File: src/rtl/hram_arbiter.sv
// Two-port arbiter in front of hyper_xface: grants one requester per transaction,
// watches hx_busy and returns done/err plus read data. Define HRAM_ARB_FIXED_PRIO_EN for p0 fixed priority.
module hram_arbiter #(
  parameter int BUSY_TMO = 15
) (
  input  logic        clk,
  input  logic        rstn,
  input  logic        p0_req,
  input  logic        p1_req,
  input  logic        p0_we,
  input  logic        p1_we,
  input  logic [31:0] p0_addr,
  input  logic [31:0] p1_addr,
  input  logic [31:0] p0_wdata,
  input  logic [31:0] p1_wdata,
  output logic        p0_gnt,
  output logic        p1_gnt,
  output logic        p0_done,
  output logic        p1_done,
  output logic        p0_err,
  output logic        p1_err,
  output logic [31:0] p0_rdata,
  output logic [31:0] p1_rdata,
  output logic        hx_rd_req,
  output logic        hx_wr_req,
  output logic [31:0] hx_addr,
  output logic [31:0] hx_wr_d,
  input  logic        hx_busy,
  input  logic        hx_rd_rdy,
  input  logic [31:0] hx_rd_d
);

  typedef enum logic [2:0] {S_IDLE, S_ISSUE, S_ARMED, S_RUN, S_DONE} state_t;

  localparam logic [7:0] TMO = 8'(BUSY_TMO);

  state_t      r_state, w_state;
  logic        r_owner, w_owner;
  logic        r_we, w_we;
  logic [7:0]  r_cnt, w_cnt;
  logic [31:0] r_addr, w_addr, r_wd, w_wd;
  logic [31:0] r_rdata0, w_rdata0, r_rdata1, w_rdata1;
  logic        r_gnt0, w_gnt0, r_gnt1, w_gnt1;
  logic        r_done0, w_done0, r_done1, w_done1;
  logic        r_err0, w_err0, r_err1, w_err1;
  logic        r_rd_req, w_rd_req, r_wr_req, w_wr_req;
  logic        w_win;
`ifdef HRAM_ARB_FIXED_PRIO_EN
`else
  logic        r_last, w_last;
`endif

  always_comb begin
    w_state  = r_state;
    w_owner  = r_owner;
    w_we     = r_we;
    w_cnt    = r_cnt;
    w_addr   = r_addr;
    w_wd     = r_wd;
    w_rdata0 = r_rdata0;
    w_rdata1 = r_rdata1;
    w_gnt0   = 1'b0;
    w_gnt1   = 1'b0;
    w_done0  = 1'b0;
    w_done1  = 1'b0;
    w_err0   = 1'b0;
    w_err1   = 1'b0;
    w_rd_req = 1'b0;
    w_wr_req = 1'b0;
`ifdef HRAM_ARB_FIXED_PRIO_EN
    w_win    = !p0_req;
`else
    w_last   = r_last;
    // on a tie the port not served last wins; a lone request always wins
    w_win    = (p0_req && p1_req) ? !r_last : p1_req;
`endif
    case (r_state)
      S_IDLE: begin
        if ((p0_req || p1_req) && !hx_busy) begin
          w_state  = S_ISSUE;
          w_owner  = w_win;
          w_we     = w_win ? p1_we    : p0_we;
          w_addr   = w_win ? p1_addr  : p0_addr;
          w_wd     = w_win ? p1_wdata : p0_wdata;
          w_gnt0   = !w_win;
          w_gnt1   = w_win;
          w_wr_req = w_we;
          w_rd_req = !w_we;
`ifdef HRAM_ARB_FIXED_PRIO_EN
`else
          w_last   = w_win;
`endif
        end
      end
      S_ISSUE: begin
        w_state = S_ARMED;
        w_cnt   = 8'd0;
      end
      S_ARMED: begin
        if (hx_busy) begin
          w_state = S_RUN;
        end else begin
          w_cnt = r_cnt + 8'd1;
          if (w_cnt == TMO) begin
            w_state = S_DONE;
            w_err0  = !r_owner;
            w_err1  = r_owner;
          end
        end
      end
      S_RUN: begin
        if (hx_rd_rdy && !r_we) begin
          if (r_owner) w_rdata1 = hx_rd_d;
          else         w_rdata0 = hx_rd_d;
        end
        if (!hx_busy) begin
          w_state = S_DONE;
          w_done0 = !r_owner;
          w_done1 = r_owner;
        end
      end
      S_DONE:  w_state = S_IDLE;
      default: w_state = S_IDLE;
    endcase
  end

  always_ff @(posedge clk or negedge rstn) begin
    if (!rstn) begin
      r_state  <= S_IDLE;
      r_owner  <= 1'b0;
      r_we     <= 1'b0;
      r_cnt    <= 8'd0;
      r_addr   <= 32'd0;
      r_wd     <= 32'd0;
      r_rdata0 <= 32'd0;
      r_rdata1 <= 32'd0;
      r_gnt0   <= 1'b0;
      r_gnt1   <= 1'b0;
      r_done0  <= 1'b0;
      r_done1  <= 1'b0;
      r_err0   <= 1'b0;
      r_err1   <= 1'b0;
      r_rd_req <= 1'b0;
      r_wr_req <= 1'b0;
`ifdef HRAM_ARB_FIXED_PRIO_EN
`else
      r_last   <= 1'b1;
`endif
    end else begin
      r_state  <= w_state;
      r_owner  <= w_owner;
      r_we     <= w_we;
      r_cnt    <= w_cnt;
      r_addr   <= w_addr;
      r_wd     <= w_wd;
      r_rdata0 <= w_rdata0;
      r_rdata1 <= w_rdata1;
      r_gnt0   <= w_gnt0;
      r_gnt1   <= w_gnt1;
      r_done0  <= w_done0;
      r_done1  <= w_done1;
      r_err0   <= w_err0;
      r_err1   <= w_err1;
      r_rd_req <= w_rd_req;
      r_wr_req <= w_wr_req;
`ifdef HRAM_ARB_FIXED_PRIO_EN
`else
      r_last   <= w_last;
`endif
    end
  end

  assign p0_gnt    = r_gnt0;
  assign p1_gnt    = r_gnt1;
  assign p0_done   = r_done0;
  assign p1_done   = r_done1;
  assign p0_err    = r_err0;
  assign p1_err    = r_err1;
  assign p0_rdata  = r_rdata0;
  assign p1_rdata  = r_rdata1;
  assign hx_rd_req = r_rd_req;
  assign hx_wr_req = r_wr_req;
  assign hx_addr   = r_addr;
  assign hx_wr_d   = r_wd;

endmodule

File: config.mk
export PLATFORM = sky130hd
export DESIGN_NAME = hram_arbiter
export DESIGN_NICKNAME = d
export VERILOG_FILES = /design/src/rtl/hram_arbiter.sv
export SDC_FILE = /design/constraint.sdc
export NUM_CORES = 1
export LEC_CHECK = 0
export BUFFER_PORTS_ARGS = -buffer_cell sky130_fd_sc_hd__buf_4
export CORE_UTILIZATION = 23
export CTS_CLUSTER_SIZE = 30
export DETAILED_ROUTE_END_ITERATION = 10
export GPL_ROUTABILITY_DRIVEN = 0
export PLACE_DENSITY = 0.48
export SYNTH_ARGS = -nofsm -noshare
export SYNTH_HDL_FRONTEND = slang
export SYNTH_SLANG_ARGS = --single-unit
File: constraint.sdc
create_clock -name clk -period 2.6 [get_ports clk]
set_input_delay 0.26 -clock clk [delete_from_list [all_inputs] [get_ports clk]]
set_output_delay 0.26 -clock clk [all_outputs]
set_load 0.005 [all_outputs]
==> impl_metrics.yaml <==
floorplan:
  initial_core_util_pct: 23.5
  core_area_sq_um: 27100
  rows: 60
  io_pins: 304
  die_area_sq_um: 28400
  die_x_um: 169
  die_y_um: 169
global_route:
  antenna_found_initial: 0
  globalRouteTotalUtil_pct: 12.8
  overflow: 0
  first_global_vias: 5054
  grt_pass1_wl_um: 27900
  grt_max_degree: 68
clocking:
  cts.sinks: 150
  cts_tree: "built"
  cts_made_buffers: 17
  clk_latency_ns: 0.41
  ctsRootBufferMaster: "clkbuf_16"
  h-tree-depth: 4
  cts_buffer_depth: 2
  cts-resized-gates: 0
  path_clk_slew_ns: 0.07
synthesis:
  syn_area_sq_um: 6380
  synthDistinctLibCells: 41
  ys_seq_elements: 150
  synthesis.nets: 685
  synth-async-reset-ratio_pct: 100
  syn_avg_cell_area_sq_um: 12.4
  synth_edf_count: 0
  yosysSeqAreaShare_pct: 58.8
  syn_inst: 515
  ys_warn_count: 0
  yosys_most_used_dff: "dfrtp_1"
finish:
  diodes: 0
  drive_above_1_share_pct: 50.3
  design_area_sq_um: 9670
  finalNetCount: 986
  synthToLayoutAreaGrowth_pct: 51.5
  finalCoreUtilization_pct: 35.7
placed_design:
  dpl.hpwl_um: 13700
  dpl_cell_area_sq_um: 9080
  numPortBuffers: 303
route:
  ant_nets: 0
  drc: 0
  wl_per_cell_um: 15.0
  drtPass1Iterations: 4
  drt_wl_total_um: 18100
  drt_iter0_markers: 165
  routed_via_density: 4.10
  num_vias: 4927
sta:
  worst_pin_slew_ns: 0.578
  setup_tns_ns: 0
  relSlewSlack_pct: 61.4
  rsz0062_at_grt: "false"
  drv_slew: 0
  finalHoldViolCount: 0
  whs_ns: 0.0829
  fin_skew_ns: 0.0110
  min_period_over_period_pct: 75.6
  clock.fmax_mhz: 509
  finalSetupViolCount: 0
  layout_min_cycle_time_ns: 1.97
critical_path:
  end_kind: "flop"
  crit_path_start_kind: "flop"
  arrival_ns: 2.26
  rr_worst_depth: 4
  crit_type: "flop to flop"
  crit_path_max_incr_delay_ns: 0.46
  crit_fanout: 17
  critPathSlowestCell: "dfrtp_1"
  cp.required_ns: 2.89
  crit_chain: "and4bb_2, nand3_2, buf_12, mux2_2"
pwr:
  power_density_nw_per_um2: 1010
  pwr-share-clk_pct: 24.6
  pwr-share-comb_pct: 35.7
  p_leak_nw: 4.71
  peakVddDrop_uv: 362
  power_switching_mw: 3.04
  power.total_mw: 9.81
  internal-power_mw: 6.77
  p_seq_share_pct: 39.7
  switching_share_pct: 31.0
worst_hold_path:
  hold_class: "primary input to flop"
  min_path_cells: 2
flow_run:
  cap_violations: 0
outcome:
  outcome: "finished, final reports clean"
[path summary, 6_finish.rpt]
check                                       start                  endpoint  slack (ns)
min in group asynchronous                    rstn   hx_wr_d[28]$_DFFE_PN0P_        0.34
setup / recovery           r_state[2]$_DFFE_PN0P_  p1_rdata[18]$_DFFE_PN0P_        0.63
hold / removal                        hx_rd_d[19]  p1_rdata[19]$_DFFE_PN0P_        0.08
setup reg to reg           r_state[2]$_DFFE_PN0P_  p1_rdata[18]$_DFFE_PN0P_        0.63
max in group asynchronous                    rstn  p1_rdata[28]$_DFFE_PN0P_        1.59
hold reg to reg                  r_we$_DFFE_PN0P_          r_we$_DFFE_PN0P_        0.50
[what timing repair did]
| item | in CTS | in global routing |
|---|---|---|
| setup buffers | 0 | 0 |
| endpoints found under the hold margin | 40 | 0 |
| hold buffers | 1 | 0 |
[cell usage in the layout (no fill, tap or decap), drive strengths merged, types with 3 or more instances in the layout]
cell	Yosys	layout
nor4	3	3
mux2	64	64
nand3	5	5
o31ai	4	4
mux2i	65	65
a21o	3	3
clkbuf	3	18
o21ai	8	8
nor2	75	75
xor2	4	4
nand2	6	6
and2	3	3
clkinv	0	4
buf	29	313
a21oi	66	66
dfrtp	149	149
inv	2	9
[state kept, by name, summed over array words and instances, names as in the netlist, 3 cells and up]
register and count:
p1_rdata 32, r_cnt 8, hx_addr 32, hx_wr_d 32, p0_rdata 32, r_state 3
[power groups by stage]
stage	sequential, mW	clock, mW	combinational, mW
2_1_floorplan	3.93	0	1.48
3_3_place_gp	3.93	0	3.57
3_5_place_dp	3.95	0	3.59
4_1_cts	3.91	2.52	3.60
5_1_grt	4.05	2.61	3.85
6_report	3.90	2.41	3.50
[metal layers]
metal	track usage [%]	up-vias	wire length [um]
met3	3.44	10	963
met4	3.08	0	181
met2	23.7	153	9520
met5	0	-	0
met1	14.4	2352	7410
li1	-	2412	-
[critical path: cells and delay by family, from the launching register on]
| family | cells | cell delay [ns] |
|---|---|---|
| and+or+nand+nor | 2 | 0.76 |
| DFF | 1 | 0.46 |
| buffers and inverters | 1 | 0.34 |
| muxes | 1 | 0.27 |
[layout make-up]
type | count | area, sq um
sequential | 150 | 3750
timing repair buffer | 314 | 2430
tap | 372 | 465
clock buffer | 18 | 439
inverter | 2 | 7.51
multi-input combinational | 331 | 2440
clock inverter | 14 | 136
fill | 2707 | 17400
[per-stage QoR]
stage               setup slack [ns]  instances
floorplan                      0.818        515
global placement               0.595       1168
detailed placement             0.557       1168
CTS                            0.557       1201
global route                   0.465       1201
finish                         0.635       1201
[logic make-up after synthesis]
logic type	Yosys count	share of synthesized area [%]
and+or+nand+nor	110	8.27
adders and majority gates	2	0.392
xor gates and xnor gates	4	0.549
AOI/OAI and AO/OA	86	7.31
buffers and inverters	34	3.14
DFF	150	58.8
muxes	129	21.5
[cell usage after synthesis (3+ instances only)]
| cell type | number | area share [%] |
|---|---|---|
| a21oi_1 | 66 | 5.2 |
| nand3_1 | 5 | 0.39 |
| mux2_2 | 64 | 11 |
| mux2i_1 | 65 | 10 |
| buf_6 | 5 | 0.88 |
| nand2_1 | 6 | 0.35 |
| o31ai_1 | 4 | 0.47 |
| and2_1 | 3 | 0.29 |
| o21ai_0 | 8 | 0.63 |
| a21o_1 | 3 | 0.35 |
| xor2_1 | 4 | 0.55 |
| buf_2 | 21 | 1.6 |
| dfrtp_1 | 149 | 58 |
| nor2_1 | 75 | 4.4 |
No activity file was read; power rests on OpenSTA's default activity.
